**src/rtl/l1_mshr_entry_release_if.sv**
```systemverilog
// rtl/l1_mshr_entry_release_if.sv - alloc/memrsp/response bundle for the MSHR entry release block
interface l1_mshr_entry_release_if #(
    parameter int NUM_ENTRY = 4,
    parameter int NUM_SUB   = 4
);
    localparam int EW = $clog2(NUM_ENTRY);
    localparam int SW = $clog2(NUM_SUB);

    logic                 alloc_valid_i;
    logic [EW-1:0]        alloc_entry_i;
    logic                 alloc_secondary_i;
    logic                 memrsp_valid_i;
    logic [EW-1:0]        memrsp_entry_i;
    logic                 out_valid_o;
    logic [EW-1:0]        out_entry_o;
    logic [SW-1:0]        out_sub_o;
    logic                 out_last_o;
    logic                 out_ready_i;
    logic [NUM_ENTRY-1:0] valid_list_o;
    logic [NUM_ENTRY-1:0] sub_full_o;

    modport master (
        output alloc_valid_i, alloc_entry_i, alloc_secondary_i,
        output memrsp_valid_i, memrsp_entry_i, out_ready_i,
        input  out_valid_o, out_entry_o, out_sub_o, out_last_o,
        input  valid_list_o, sub_full_o
    );

    modport slave (
        input  alloc_valid_i, alloc_entry_i, alloc_secondary_i,
        input  memrsp_valid_i, memrsp_entry_i, out_ready_i,
        output out_valid_o, out_entry_o, out_sub_o, out_last_o,
        output valid_list_o, sub_full_o
    );
endinterface

```
**src/rtl/l1_mshr_entry_release.sv**
```systemverilog
// rtl/l1_mshr_entry_release.sv - per-entry MSHR state and sub-entry drain toward the core response path
module l1_mshr_entry_release #(
    parameter int NUM_ENTRY = 4,
    parameter int NUM_SUB   = 4
) (
    input  logic clk,
    input  logic rst_n,
    l1_mshr_entry_release_if.slave bus
);
    localparam int EW = $clog2(NUM_ENTRY);
    localparam int SW = $clog2(NUM_SUB);
    localparam logic [SW:0] CNT_ONE  = (SW+1)'(1);
    localparam logic [SW:0] CNT_FULL = (SW+1)'(NUM_SUB);

    typedef enum logic [1:0] {ST_IDLE, ST_WAIT, ST_READY} ent_t;
    typedef enum logic {S_SEL, S_DRAIN} fsm_t;

    ent_t          st_q  [NUM_ENTRY];
    ent_t          st_d  [NUM_ENTRY];
    logic [SW:0]   cnt_q [NUM_ENTRY];
    logic [SW:0]   cnt_d [NUM_ENTRY];
    fsm_t          fsm_q, fsm_d;
    logic [EW-1:0] cur_q, cur_d;
    logic [SW-1:0] sub_q, sub_d;

    logic          any_ready;
    logic [EW-1:0] sel_idx;
    logic          hs;
    logic          last;

    always_comb begin
        any_ready = 1'b0;
        sel_idx   = '0;
        // descending scan so the lowest READY index wins
        for (int e = NUM_ENTRY - 1; e >= 0; e--) begin
            if (st_q[e] == ST_READY) begin
                any_ready = 1'b1;
                sel_idx   = EW'(e);
            end
        end
    end

    assign last = ({1'b0, sub_q} == (cnt_q[cur_q] - CNT_ONE));
    assign hs   = (fsm_q == S_DRAIN) && bus.out_ready_i;

    always_comb begin
        st_d  = st_q;
        cnt_d = cnt_q;
        fsm_d = fsm_q;
        cur_d = cur_q;
        sub_d = sub_q;
        for (int e = 0; e < NUM_ENTRY; e++) begin
            if (bus.alloc_valid_i && bus.alloc_entry_i == EW'(e)) begin
                if (!bus.alloc_secondary_i) begin
                    if (st_q[e] == ST_IDLE) begin
                        st_d[e]  = ST_WAIT;
                        cnt_d[e] = CNT_ONE;
                    end
                end else if (st_q[e] == ST_WAIT && cnt_q[e] != CNT_FULL) begin
                    cnt_d[e] = cnt_q[e] + CNT_ONE;
                end
            end
            if (bus.memrsp_valid_i && bus.memrsp_entry_i == EW'(e) && st_q[e] == ST_WAIT) begin
                st_d[e] = ST_READY;
            end
        end
        case (fsm_q)
            S_SEL: begin
                if (any_ready) begin
                    cur_d = sel_idx;
                    sub_d = '0;
                    fsm_d = S_DRAIN;
                end
            end
            S_DRAIN: begin
                if (hs) begin
                    if (last) begin
                        st_d[cur_q]  = ST_IDLE;
                        cnt_d[cur_q] = '0;
                        fsm_d        = S_SEL;
                    end else begin
                        sub_d = sub_q + SW'(1);
                    end
                end
            end
            default: fsm_d = S_SEL;
        endcase
    end

    always_ff @(posedge clk or negedge rst_n) begin
        if (!rst_n) begin
            for (int e = 0; e < NUM_ENTRY; e++) begin
                st_q[e]  <= ST_IDLE;
                cnt_q[e] <= '0;
            end
            fsm_q <= S_SEL;
            cur_q <= '0;
            sub_q <= '0;
        end else begin
            st_q  <= st_d;
            cnt_q <= cnt_d;
            fsm_q <= fsm_d;
            cur_q <= cur_d;
            sub_q <= sub_d;
        end
    end

    always_ff @(posedge clk) begin
        if (rst_n && bus.alloc_valid_i && !bus.alloc_secondary_i) begin
            assert (st_q[bus.alloc_entry_i] == ST_IDLE)
                else $warning("primary alloc to busy entry %0d ignored", bus.alloc_entry_i);
        end
    end

    assign bus.out_valid_o = (fsm_q == S_DRAIN);
    assign bus.out_entry_o = cur_q;
    assign bus.out_sub_o   = sub_q;
    assign bus.out_last_o  = (fsm_q == S_DRAIN) && last;

    always_comb begin
        for (int e = 0; e < NUM_ENTRY; e++) begin
            bus.valid_list_o[e] = (st_q[e] != ST_IDLE);
            bus.sub_full_o[e]   = (cnt_q[e] == CNT_FULL);
        end
    end
endmodule
```
**src/flat_wrapper.sv**
```systemverilog
// flat-port wrapper written by rule: the top's interface ports become plain ports
module l1_mshr_entry_release_flat 
#(
    parameter int NUM_ENTRY = 4,
    parameter int NUM_SUB   = 4
)
  (clk, rst_n, bus_alloc_valid_i, bus_alloc_entry_i, bus_alloc_secondary_i, bus_memrsp_valid_i, bus_memrsp_entry_i, bus_out_ready_i, bus_out_valid_o, bus_out_entry_o, bus_out_sub_o, bus_out_last_o, bus_valid_list_o, bus_sub_full_o);
  l1_mshr_entry_release_if #(.NUM_ENTRY(NUM_ENTRY), .NUM_SUB(NUM_SUB)) bus_i ();
  input  logic clk;
  input  logic rst_n;
  input wire logic [$bits(bus_i.alloc_valid_i)-1:0] bus_alloc_valid_i;
  input wire logic [$bits(bus_i.alloc_entry_i)-1:0] bus_alloc_entry_i;
  input wire logic [$bits(bus_i.alloc_secondary_i)-1:0] bus_alloc_secondary_i;
  input wire logic [$bits(bus_i.memrsp_valid_i)-1:0] bus_memrsp_valid_i;
  input wire logic [$bits(bus_i.memrsp_entry_i)-1:0] bus_memrsp_entry_i;
  input wire logic [$bits(bus_i.out_ready_i)-1:0] bus_out_ready_i;
  output wire logic [$bits(bus_i.out_valid_o)-1:0] bus_out_valid_o;
  output wire logic [$bits(bus_i.out_entry_o)-1:0] bus_out_entry_o;
  output wire logic [$bits(bus_i.out_sub_o)-1:0] bus_out_sub_o;
  output wire logic [$bits(bus_i.out_last_o)-1:0] bus_out_last_o;
  output wire logic [$bits(bus_i.valid_list_o)-1:0] bus_valid_list_o;
  output wire logic [$bits(bus_i.sub_full_o)-1:0] bus_sub_full_o;
  assign bus_i.alloc_valid_i = bus_alloc_valid_i;
  assign bus_i.alloc_entry_i = bus_alloc_entry_i;
  assign bus_i.alloc_secondary_i = bus_alloc_secondary_i;
  assign bus_i.memrsp_valid_i = bus_memrsp_valid_i;
  assign bus_i.memrsp_entry_i = bus_memrsp_entry_i;
  assign bus_i.out_ready_i = bus_out_ready_i;
  assign bus_out_valid_o = bus_i.out_valid_o;
  assign bus_out_entry_o = bus_i.out_entry_o;
  assign bus_out_sub_o = bus_i.out_sub_o;
  assign bus_out_last_o = bus_i.out_last_o;
  assign bus_valid_list_o = bus_i.valid_list_o;
  assign bus_sub_full_o = bus_i.sub_full_o;
  l1_mshr_entry_release #(.NUM_ENTRY(NUM_ENTRY), .NUM_SUB(NUM_SUB)) u_core (.clk(clk), .rst_n(rst_n), .bus(bus_i));
endmodule
```
**config.mk**
```make
export PLATFORM = sky130hd
export DESIGN_NAME = l1_mshr_entry_release_flat
export DESIGN_NICKNAME = d
export VERILOG_FILES = /design/src/rtl/l1_mshr_entry_release_if.sv /design/src/rtl/l1_mshr_entry_release.sv /design/src/flat_wrapper.sv
export SDC_FILE = /design/constraint.sdc
export NUM_CORES = 1
export LEC_CHECK = 0
export ABC_CLOCK_PERIOD_IN_PS = 6700
export CORE_MARGIN = 5
export CORE_UTILIZATION = 56
export DETAILED_ROUTE_END_ITERATION = 8
export GPL_TIMING_DRIVEN = 0
export HOLD_SLACK_MARGIN = 0.06
export PLACE_DENSITY = 0.81
export SLEW_MARGIN = 5
export SYNTH_ARGS = -nofsm -noshare
export SYNTH_HDL_FRONTEND = slang
export SYNTH_SLANG_ARGS = --single-unit
```
**constraint.sdc**
```tcl
create_clock -name clk -period 6.7 [get_ports clk]
set_clock_uncertainty 0.05 [all_clocks]
set_input_delay 1.34 -clock clk [delete_from_list [all_inputs] [get_ports clk]]
set_output_delay 1.34 -clock clk [all_outputs]
set_load 0.02 [all_outputs]
```
==> metrics.yaml <==
pwr:
  vdd_drop_max_uv: 222
  power.density_mw_per_mm2: 446
  finalPower_mw: 0.938
  leakage_nw: 0.871
status:
  outcome: "completed"
cells_and_area:
  layout-drive-gt1-share: 0.0969
  syn2layout_area_growth_pct: 17.1
  diodes: 0
  fin_area_mm2: 0.00210
  final_nets: 247
hold_path:
  worstHoldPathType: "reg2reg"
synthesis:
  synthArstFlopShare: 1.00
  synth.net_count: 219
  synth.yosys.warnings: 0
  syn_area_per_cell_um2: 8.98
  synth_cell_types: 47
  synth_cells: 200
  ys_seq_area_frac: 0.348
  synth_edf_count: 0
  ys_ff_latch: 25
  synth-main-ff-cell: "dfrtp_1"
  netlist_area_mm2: 0.00180
routing:
  drc: 0
  drt_pass1_iterations: 5
  vias: 1659
  routed_wl_mm: 4.38
  drt_iter0_drc: 151
  vias_per_cell: 6.12
  drtAntennaViolNets: 0
  wl_per_cell_um: 16.2
grt:
  antenna_found_initial: 0
  overflow: 0
  first_global_vias: 1690
  grt_max_degree: 26
  grt_use_total: 0.225
  grt_pass1_wl_mm: 7.74
floorplanning:
  std_cell_rows: 20
  core_area_mm2: 0.00308
  ios: 24
  initial_core_util: 0.584
  fp.dieW_um: 66.6
  die_area_mm2: 0.00444
  fp.dieH_um: 66.6
sta:
  setup-violations-final: 0
  finalHoldViolCount: 0
  fin_crit_ns: 4.78
  post-route-period-util: 0.714
  hold_ws_ns: 0.510
  worst_pin_slew_ns: 0.849
  rsz0062_at_grt: "false"
  relSlewSlack: 0.430
  finalSetupTns_ns: 0
  max_freq_mhz: 209
  finalMaxSlewViolations: 0
placed_design:
  hpwl_mm: 3.42
  port_buffers: 23
  dpl_cell_area_mm2: 0.00208
  gp_congestion: 0.881
clock_tree:
  clkSlewWorstSetupHoldPaths_ns: 0.14
  postCtsResizedCells: 0
  cts_tree: "yes"
  htreeDepth: 1
  cts_buffer_depth: 2
  ctsHoldBuffers: 0
  cts_setup_buffers: 0
  cts_made_buffers: 3
  clkSinkCount: 25
  root_buffer: "clkbuf_4"
  clock_latency_ns: 0.31
setup_path:
  crit_path_cell_trace: "clkbuf_1, mux4_2, inv_1, ha_1, xnor2_1, or2_4, nor3_1, clkdlybuf4s50_1"
  crit_type: "reg2out"
  cp.required_ns: 5.31
  worstSetupStartpointType: "register"
  cp_max_fo: 8
  cp.arrival_ns: 3.39
  worst_path_largest_cell_delay_ns: 0.68
  setup.worst_path.end_class: "primary output"
  cp_slowest_cell: "xnor2_1"
flow_run:
  cap_violations: 0
## cell usage in the layout (no fill, tap or decap), drive strengths merged, types with 3 or more instances in the layout
cell / count
a21oi: 21
a31oi: 8
clkbuf: 8
clkdlybuf4s50: 22
dfrtp: 25
ha: 9
inv: 22
mux4: 3
nand2: 10
nand3b: 5
nand4: 3
nand4b: 3
nor2: 12
nor2b: 6
nor3: 12
nor4: 6
o21ai: 10
o22ai: 3
or2: 5
or3: 3
## critical path, delay by kind of cell, from the launching register on
kind          cells  cell delay (ns)
simple gates      2             0.32
flops             1             0.37
xor+xnor          1             0.68
buf+inv           3             0.99
mux               1             0.47
fa+ha+maj         1             0.25
## final timing paths
path	startpoint	endpoint	slack [ns]	cells past startpoint
min in group asynchronous	rst_n	u_core.cnt_q[11]$_DFF_PN0_	0.97	1
setup / recovery	u_core.bus.out_entry_o[1]$_DFFE_PN0P_	bus_out_last_o	1.92	8
hold / removal	u_core.cnt_q[2]$_DFF_PN0_	u_core.cnt_q[2]$_DFF_PN0_	0.51	1
setup reg to reg	u_core.bus.out_entry_o[1]$_DFFE_PN0P_	u_core.cnt_q[9]$_DFF_PN0_	3.84	7
max in group asynchronous	rst_n	u_core.st_q[3]$_DFF_PN0_	5.22	1
hold reg to reg	u_core.cnt_q[2]$_DFF_PN0_	u_core.cnt_q[2]$_DFF_PN0_	0.51	1
## power by group
part	total [mW]	switching (mW)	leakage (nW)	internal [mW]
clock	0.0682	0.0449	0.0150	0.0233
combinational	0.597	0.342	0.554	0.254
sequential	0.272	0.0690	0.302	0.203
## metal layers
metal  routed length [µm]  track usage
met1                 1770        0.265
met2                 2240        0.406
met3                  275       0.0371
met4                  102       0.0812
met5                    0            0
## cells by family (layout without fill, tap and decap cells)
| logic type | after synthesis | count (layout) | synth area share |
|---|---|---|---|
| simple gates | 80 | 80 | 0.280 |
| compound gates | 54 | 54 | 0.184 |
| buf+inv | 26 | 53 | 0.0585 |
| flops | 25 | 25 | 0.348 |
| fa+ha+maj | 9 | 9 | 0.0627 |
| xor+xnor | 3 | 3 | 0.0293 |
| mux | 3 | 3 | 0.0376 |
## synthesized netlist by cell type, drive strengths merged (2+ instances only)
library cell | count | share of area
nor2 | 12 | 0.025
a31oi | 8 | 0.028
and4 | 2 | 0.0098
a21oi | 21 | 0.058
mux4 | 3 | 0.038
clkbuf | 3 | 0.0063
nor3 | 12 | 0.033
nor4 | 6 | 0.040
ha | 9 | 0.063
nand2 | 10 | 0.021
inv | 22 | 0.046
nand2b | 2 | 0.0070
nand3b | 5 | 0.021
o21a | 2 | 0.0084
o22ai | 3 | 0.010
nand4b | 3 | 0.015
a2111oi | 2 | 0.013
or2 | 5 | 0.019
dfrtp | 25 | 0.35
nor2b | 6 | 0.021
and3b | 2 | 0.0098
o21ai | 10 | 0.028
o31ai | 2 | 0.0084
nand3 | 2 | 0.0056
xnor2 | 2 | 0.020
nand4 | 3 | 0.010
or3 | 3 | 0.010
## flip-flops by register name (all words and copies together), names as in the netlist
signal / count
u_core.cnt_q: 12
u_core.bus.out_entry_o: 2
u_core.bus.out_valid_o: 1
u_core.bus.out_sub_o: 2
u_core.st_q: 8
## layout make-up
cell class / instances / area [µm²]
clock buffers: 4 / 26.3
flip-flops and latches: 25 / 626
well taps: 44 / 55.1
multi-input cells: 149 / 1070
inverters: 22 / 82.6
repair buffers: 23 / 225
plain buffers: 4 / 22.5
fillers: 260 / 975
## stage by stage
stage / cells / setup WS, ns / util
2_1_floorplan: 200 / 2.70 / -
3_3_place_gp: 267 / 2.39 / 0.676
3_5_place_dp: 267 / 2.31 / 0.676
4_1_cts: 271 / 1.94 / 0.685
5_1_grt: 271 / 1.69 / 0.683
6_report: 271 / 1.92 / 0.683
Note: power is estimated with default switching activity, not from simulation.
